`src/rtl/key_event_fifo_if.sv`:
```
// Key-event FIFO bus: scanner-side key level/code in, consumer pop/status out.
// The master modport is the scanner/consumer side; the slave modport is the FIFO.
interface key_event_fifo_if #(
  parameter int unsigned DEPTH = 8
);
  localparam int unsigned CW = $clog2(DEPTH) + 1;

  logic          key_down;
  logic [3:0]    key_code;
  logic          rd_en;
  logic [3:0]    rd_data;
  logic          rd_valid;
  logic          full;
  logic          overflow;
  logic [CW-1:0] count;
  logic [7:0]    diods;

  modport master (
    output key_down, key_code, rd_en,
    input  rd_data, rd_valid, full, overflow, count, diods
  );

  modport slave (
    input  key_down, key_code, rd_en,
    output rd_data, rd_valid, full, overflow, count, diods
  );
endinterface

```
`src/rtl/key_event_fifo.sv`:
```
// key_event_fifo: debounces the keypad scanner's held/code level into one
// event per press and queues events in a first-word-fall-through FIFO.
// Optional macro KEY_REPEAT_EN adds auto-repeat of the held code.
// After reset the key must be seen released once before a press is accepted,
// so a key held through reset produces no event until it is re-pressed.
module key_event_fifo #(
  parameter int unsigned DEPTH        = 8,
  parameter int unsigned DEBOUNCE     = 16,
  parameter int unsigned REPEAT_DELAY = 500,
  parameter int unsigned REPEAT_RATE  = 100
) (
  input logic             clk,
  input logic             rst,
  key_event_fifo_if.slave bus
);
  localparam int unsigned AW  = $clog2(DEPTH);
  localparam int unsigned CW  = AW + 1;
  localparam int unsigned DBW = $clog2(DEBOUNCE + 1);

  // Elaboration-time parameter sanity checks
  if (DEPTH < 2 || (DEPTH & (DEPTH - 1)) != 0) begin : g_bad_depth
    $error("key_event_fifo: DEPTH must be a power of two >= 2");
  end
  if (DEBOUNCE < 1 || REPEAT_DELAY < 1 || REPEAT_RATE < 1) begin : g_bad_timing
    $error("key_event_fifo: DEBOUNCE/REPEAT_DELAY/REPEAT_RATE must be >= 1");
  end

  typedef enum logic [1:0] {
    S_IDLE     = 2'd0,
    S_PRESS_DB = 2'd1,
    S_HELD     = 2'd2,
    S_REL_DB   = 2'd3
  } state_t;

  // Synchronizers and arming
  logic          kd_s1, kd;
  logic [3:0]    code_s1, code_s;
  logic [1:0]    sync_fill;
  logic          armed, armed_n;

  // Debounce FSM
  state_t        state, state_n;
  logic [DBW-1:0] db_cnt, db_cnt_n;
  logic [3:0]    cap_code, cap_code_n;
  logic          push_req;

`ifdef KEY_REPEAT_EN
  localparam int unsigned RMAX = (REPEAT_DELAY > REPEAT_RATE) ? REPEAT_DELAY : REPEAT_RATE;
  localparam int unsigned RPW  = $clog2(RMAX + 1);
  logic [RPW-1:0] rep_cnt, rep_cnt_n;
  logic           rep_first, rep_first_n;
`endif

  // FIFO storage and registered outputs
  logic [3:0]    mem [DEPTH];
  logic [AW-1:0] wr_ptr, rd_ptr, wr_ptr_n, rd_ptr_n;
  logic [CW-1:0] count, count_n;
  logic [3:0]    rd_data, head_n;
  logic          rd_valid, valid_n;
  logic          full, full_n;
  logic          overflow, ovf_n;
  logic [3:0]    last_code, last_code_n;
  logic [7:0]    diods, diods_n;
  logic          push_ok, pop_ok;

  // Two-flop synchronizers; sync_fill marks when kd carries a real sample
  always_ff @(posedge clk or negedge rst) begin
    if (!rst) begin
      kd_s1     <= 1'b0;
      kd        <= 1'b0;
      code_s1   <= '0;
      code_s    <= '0;
      sync_fill <= '0;
      armed     <= 1'b0;
    end else begin
      kd_s1     <= bus.key_down;
      kd        <= kd_s1;
      code_s1   <= bus.key_code;
      code_s    <= code_s1;
      sync_fill <= {sync_fill[0], 1'b1};
      armed     <= armed_n;
    end
  end

  // FSM state register
  always_ff @(posedge clk or negedge rst) begin
    if (!rst) begin
      state    <= S_IDLE;
      db_cnt   <= '0;
      cap_code <= '0;
`ifdef KEY_REPEAT_EN
      rep_cnt   <= '0;
      rep_first <= 1'b0;
`endif
    end else begin
      state    <= state_n;
      db_cnt   <= db_cnt_n;
      cap_code <= cap_code_n;
`ifdef KEY_REPEAT_EN
      rep_cnt   <= rep_cnt_n;
      rep_first <= rep_first_n;
`endif
    end
  end

  // FSM next state and push request
  always_comb begin
    state_n    = state;
    db_cnt_n   = db_cnt;
    cap_code_n = cap_code;
    push_req   = 1'b0;
    armed_n    = armed | (sync_fill[1] & ~kd);
`ifdef KEY_REPEAT_EN
    rep_cnt_n   = rep_cnt;
    rep_first_n = rep_first;
`endif
    unique case (state)
      S_IDLE: begin
        if (kd && armed) begin
          state_n    = S_PRESS_DB;
          db_cnt_n   = '0;
          cap_code_n = code_s;
        end
      end
      S_PRESS_DB: begin
        if (!kd) begin
          state_n = S_IDLE;
        end else if (db_cnt == DBW'(DEBOUNCE - 1)) begin
          state_n  = S_HELD;
          push_req = 1'b1;
`ifdef KEY_REPEAT_EN
          rep_cnt_n   = '0;
          rep_first_n = 1'b0;
`endif
        end else begin
          db_cnt_n = db_cnt + DBW'(1);
        end
      end
      S_HELD: begin
        if (!kd) begin
          state_n  = S_REL_DB;
          db_cnt_n = '0;
        end
`ifdef KEY_REPEAT_EN
        else if ((!rep_first && rep_cnt == RPW'(REPEAT_DELAY - 1)) ||
                 ( rep_first && rep_cnt == RPW'(REPEAT_RATE - 1))) begin
          push_req    = 1'b1;
          rep_cnt_n   = '0;
          rep_first_n = 1'b1;
        end else begin
          rep_cnt_n = rep_cnt + RPW'(1);
        end
`endif
      end
      S_REL_DB: begin
        if (kd) begin
          state_n = S_HELD;
`ifdef KEY_REPEAT_EN
          rep_cnt_n   = '0;
          rep_first_n = 1'b0;
`endif
        end else if (db_cnt == DBW'(DEBOUNCE - 1)) begin
          state_n = S_IDLE;
        end else begin
          db_cnt_n = db_cnt + DBW'(1);
        end
      end
      default: state_n = S_IDLE;
    endcase
  end

  // FIFO next-state: simultaneous pop frees the slot for a push even when full
  always_comb begin
    pop_ok   = bus.rd_en & rd_valid;
    push_ok  = push_req & (~full | pop_ok);
    wr_ptr_n = push_ok ? wr_ptr + AW'(1) : wr_ptr;
    rd_ptr_n = pop_ok  ? rd_ptr + AW'(1) : rd_ptr;
    count_n  = count;
    if (push_ok && !pop_ok) begin
      count_n = count + CW'(1);
    end else if (!push_ok && pop_ok) begin
      count_n = count - CW'(1);
    end
    valid_n = (count_n != '0);
    full_n  = (count_n == CW'(DEPTH));
    ovf_n   = overflow | (push_req & ~push_ok);
    if (!valid_n) begin
      head_n = '0;
    end else if (push_ok && (wr_ptr == rd_ptr_n)) begin
      head_n = cap_code;
    end else begin
      head_n = mem[rd_ptr_n];
    end
    last_code_n = pop_ok ? rd_data : last_code;
    diods_n     = {ovf_n, full_n, valid_n, 1'b0, last_code_n};
  end

  // FIFO storage, pointers and registered status
  always_ff @(posedge clk or negedge rst) begin
    if (!rst) begin
      for (int i = 0; i < DEPTH; i++) begin
        mem[i] <= '0;
      end
      wr_ptr    <= '0;
      rd_ptr    <= '0;
      count     <= '0;
      rd_data   <= '0;
      rd_valid  <= 1'b0;
      full      <= 1'b0;
      overflow  <= 1'b0;
      last_code <= '0;
      diods     <= '0;
    end else begin
      if (push_ok) begin
        mem[wr_ptr] <= cap_code;
      end
      wr_ptr    <= wr_ptr_n;
      rd_ptr    <= rd_ptr_n;
      count     <= count_n;
      rd_data   <= head_n;
      rd_valid  <= valid_n;
      full      <= full_n;
      overflow  <= ovf_n;
      last_code <= last_code_n;
      diods     <= diods_n;
    end
  end

  assign bus.rd_data  = rd_data;
  assign bus.rd_valid = rd_valid;
  assign bus.full     = full;
  assign bus.overflow = overflow;
  assign bus.count    = count;
  assign bus.diods    = diods;
endmodule

```
`src/flat_wrapper.sv`:
```
// flat-port wrapper written by rule: the top's interface ports become plain ports
module key_event_fifo_flat 
#(
  parameter int unsigned DEPTH        = 8,
  parameter int unsigned DEBOUNCE     = 16,
  parameter int unsigned REPEAT_DELAY = 500,
  parameter int unsigned REPEAT_RATE  = 100
)
  (clk, rst, bus_key_down, bus_key_code, bus_rd_en, bus_rd_data, bus_rd_valid, bus_full, bus_overflow, bus_count, bus_diods);
  key_event_fifo_if #(.DEPTH(DEPTH)) bus_i ();
  input logic clk;
  input logic rst;
  input wire logic [$bits(bus_i.key_down)-1:0] bus_key_down;
  input wire logic [$bits(bus_i.key_code)-1:0] bus_key_code;
  input wire logic [$bits(bus_i.rd_en)-1:0] bus_rd_en;
  output wire logic [$bits(bus_i.rd_data)-1:0] bus_rd_data;
  output wire logic [$bits(bus_i.rd_valid)-1:0] bus_rd_valid;
  output wire logic [$bits(bus_i.full)-1:0] bus_full;
  output wire logic [$bits(bus_i.overflow)-1:0] bus_overflow;
  output wire logic [$bits(bus_i.count)-1:0] bus_count;
  output wire logic [$bits(bus_i.diods)-1:0] bus_diods;
  assign bus_i.key_down = bus_key_down;
  assign bus_i.key_code = bus_key_code;
  assign bus_i.rd_en = bus_rd_en;
  assign bus_rd_data = bus_i.rd_data;
  assign bus_rd_valid = bus_i.rd_valid;
  assign bus_full = bus_i.full;
  assign bus_overflow = bus_i.overflow;
  assign bus_count = bus_i.count;
  assign bus_diods = bus_i.diods;
  key_event_fifo #(.DEPTH(DEPTH), .DEBOUNCE(DEBOUNCE), .REPEAT_DELAY(REPEAT_DELAY), .REPEAT_RATE(REPEAT_RATE)) u_core (.clk(clk), .rst(rst), .bus(bus_i));
endmodule
```
`config.mk`:
```
export PLATFORM = sky130hd
export DESIGN_NAME = key_event_fifo_flat
export DESIGN_NICKNAME = d
export VERILOG_FILES = /design/src/rtl/key_event_fifo_if.sv /design/src/rtl/key_event_fifo.sv /design/src/flat_wrapper.sv
export SDC_FILE = /design/constraint.sdc
export NUM_CORES = 1
export LEC_CHECK = 0
export BUFFER_PORTS_ARGS = -buffer_cell sky130_fd_sc_hd__buf_2
export CAP_MARGIN = 20
export CORE_UTILIZATION = 54
export DETAILED_ROUTE_END_ITERATION = 10
export PLACE_DENSITY = 0.75
export SYNTH_ARGS = -nofsm -noshare
export SYNTH_HDL_FRONTEND = slang
export SYNTH_SLANG_ARGS = --single-unit
```
`constraint.sdc`:
```
create_clock -name clk -period 2.4 [get_ports clk]
set_input_delay 0.24 -clock clk [delete_from_list [all_inputs] [get_ports clk]]
set_output_delay 0.24 -clock clk [all_outputs]
set_load 0.005 [all_outputs]
```
==> impl_metrics.ini <==
[yosys]
syn_avg_cell_area_sq_um = 12.7
yosysMostFrequentCell = dfrtp_1
seq_area_frac_synth = 0.549
synth_edf_count = 0
yosysWarnings = 0
synth_area_leader_cell = dfrtp_1
async_flop_share = 1.00
ys_ff_latch = 77
netlist_instances = 276
synth_area_leaders = dfrtp_1, mux2_2, mux4_2
netlist.area_leader.share = 0.549
yosys-top-cells-count = dfrtp_1, mux2_2, nand2_1
synth_fp_nets = 290
synthesis.area_sq_mm = 0.00351
synth.distinct_cells = 51
synth_ff_type = dfrtp_1

[floorplanning]
ios = 27
initial_core_util = 0.556
rows = 29
die_w_microns = 82.6
die_y_microns = 82.6
coreArea_sq_mm = 0.00631
dieArea_sq_mm = 0.00683

[critical_path]
cpPeakStageDelay_ns = 0.49
criticalPathCategory = reg2reg
worst_path_max_delay_cell = a2111oi_4
crit_buf_inv = 0
setup.worst_path.end_class = flop
worst-path-max-fanout = 6
worstPathArrival_ns = 2.51
startpoint_type = flop
critPathTopFamily = simple AND/OR/NAND/NOR gates
path_common_cell = and3_4
r2r_cells = 8
crit_chain = ha_2 -> and3_4 -> ha_4 -> nand4b_4 -> and3_4 -> or3_4 -> a2111oi_4 -> a311oi_1
required_ns = 2.58
cp.depth = 8

[sta]
final-hold-violation-count = 0
report.final.slew_viol_count = 0
final-setup-viol-count = 0
period_needed_ns = 2.33
rsz0062_at_grt = true
skew_ns = 0.00722
period_share = 0.971
max_clock_freq_ghz = 0.429
tightest_slew_ns = 0.941
relSlewSlack = 0.372

[outcome]
status = completed

[global_routing]
overflow = 0
grt.total_usage = 0.205
antenna_found_initial = 0
grt_pass1_wl_microns = 9970
grt_start_max_net_pins = 78
grt_pass1_vias = 2057

[clock_tree]
cts_tree = done
cts_buffers = 9
path_clk_slew_ns = 0.08
clk_path_buf_depth = 2
cts_sinks = 77
clockRootBuffer = clkbuf_8
htreeDepth = 3
clock_latency_ns = 0.34

[detailed_routing]
ant_nets = 0
first_pass_iters = 4
route.detailed.drc = 0
drt_iter0_markers = 139
via_per_inst = 5.66
wl_microns = 6270
routedWlPerCell_microns = 15.9
vias = 2236

[power]
p_leak_nw = 1.92
p_per_area_mw_per_mm2 = 849
peakVddDrop_uv = 543

[layout]
syn_to_final_growth_pct = 15.2
fin_util = 0.641
final_cell_count_no_fill = 395
diodes = 0
drive_gt1_frac = 0.355
fin_nets = 327

[place]
dp_hpwl_microns = 4160
routabilityCongestion = 0.830
numPlacedInstances = 373
port_buffers = 25

[run]
drv_cap = 0

[hold_path]
hp-class = in2async
==> where the power goes <==
part	switching [W]	leakage (nW)	total (W)	internal (W)
Sequential	0.000173	1.01	0.00158	0.00141
Combinational	0.000447	0.810	0.000818	0.000372
Clock	0.000446	0.101	0.00103	0.000585
Total	0.00107	1.92	0.00343	0.00237
==> worst paths after layout <==
kind                       slack (ns)                           from                              end
min reg2reg                      0.34  u_core.sync_fill[0]$_DFF_PN0_    u_core.sync_fill[1]$_DFF_PN0_
min                              0.01                            rst     u_core.db_cnt[2]$_DFFE_PN0P_
max in group asynchronous        1.75                            rst    u_core.bus.count[2]$_DFF_PN0_
max                              0.07   u_core.db_cnt[1]$_DFFE_PN0P_  u_core.bus.rd_data[0]$_DFF_PN0_
min in group clk                 0.34  u_core.sync_fill[0]$_DFF_PN0_    u_core.sync_fill[1]$_DFF_PN0_
max reg2reg                      0.07   u_core.db_cnt[1]$_DFFE_PN0P_  u_core.bus.rd_data[0]$_DFF_PN0_
==> placed cells by master (no fill, tap or decap), types with 6 or more instances in the layout <==
cell and instances:
dfrtp_1 77, mux2_2 39, buf_2 24, nand2_1 19
inv_1 12, nor2_1 12, buf_4 10, o21ai_0 9
clkbuf_8 9, nand3_1 8, mux4_2 6
==> state kept, by name, indices dropped and copies added (netlist names), named ones only <==
signal and cells:
u_core.kd_s1 1, u_core.bus.rd_data 4, u_core.db_cnt 5, u_core.wr_ptr 3
u_core.cap_code 4, u_core.mem 32, u_core.bus.count 4, u_core.kd 1
u_core.bus.overflow 1, u_core.last_code 3, u_core.code_s1 4, u_core.sync_fill 2
u_core.armed 1, u_core.rd_ptr 3, u_core.code_s 4, u_core.bus.diods 3
u_core.state 1
==> stage by stage <==
stage / total power (W) / setup WS [ns] / hold slack (ns) / TNS [ns] / area, sq um
after CTS: 0.00344 / 0.000599 / 0.0684 / 0 / 3990
after global routing: 0.00363 / -0.0746 / 0.102 / -0.223 / 4050
after global placement: 0.00237 / 0.0324 / 0.333 / 0 / 3730
after floorplan: 0.00216 / 0.137 / -0.0556 / 0 / 3510
final: 0.00343 / 0.0698 / 0.0118 / 0 / 4050
after detailed placement: 0.00240 / -0.0442 / 0.335 / -0.177 / 3730
==> cell families (layout without fill, tap and decap cells) <==
group,Yosys count,in the layout,synth area share
AND/OR/NAND/NOR,72,72,0.119
other,2,2,0.00214
buffers and inverters,26,68,0.0335
multiplexers,49,49,0.175
adder cells (fa/ha/maj),6,6,0.0214
XOR/XNOR,8,8,0.0242
flip-flops,77,77,0.549
AO/OA/AOI/OAI,36,36,0.0762
==> what timing repair did <==
item,4_1_cts,5_1_grt
setup buffers,0,1
resized for setup,0,11
setup endpoints to repair,5,34
hold buffers,5,0
endpoints found under the hold margin,5,0
pin swaps,1,5
==> per-layer routing <==
layer / global-route usage / up-vias / wire length (microns) / share of wire
li1: - / 1061 / - / -
met1: 0.287 / 1109 / 2930 / 0.47
met2: 0.293 / 56 / 2930 / 0.47
met3: 0.0473 / 10 / 294 / 0.047
met4: 0.110 / 0 / 117 / 0.019
met5: 0 / - / 0 / 0
==> final cells by class <==
cell class / count / area (sq um)
fill: 475 / 2270
sequential: 77 / 1930
multi-input combinational: 173 / 1520
timing repair buffer: 39 / 245
clock buffer: 12 / 135
tap: 77 / 96.3
clock inverter: 4 / 72.6
inverter: 13 / 48.8
(Power assumes the default switching activity.)
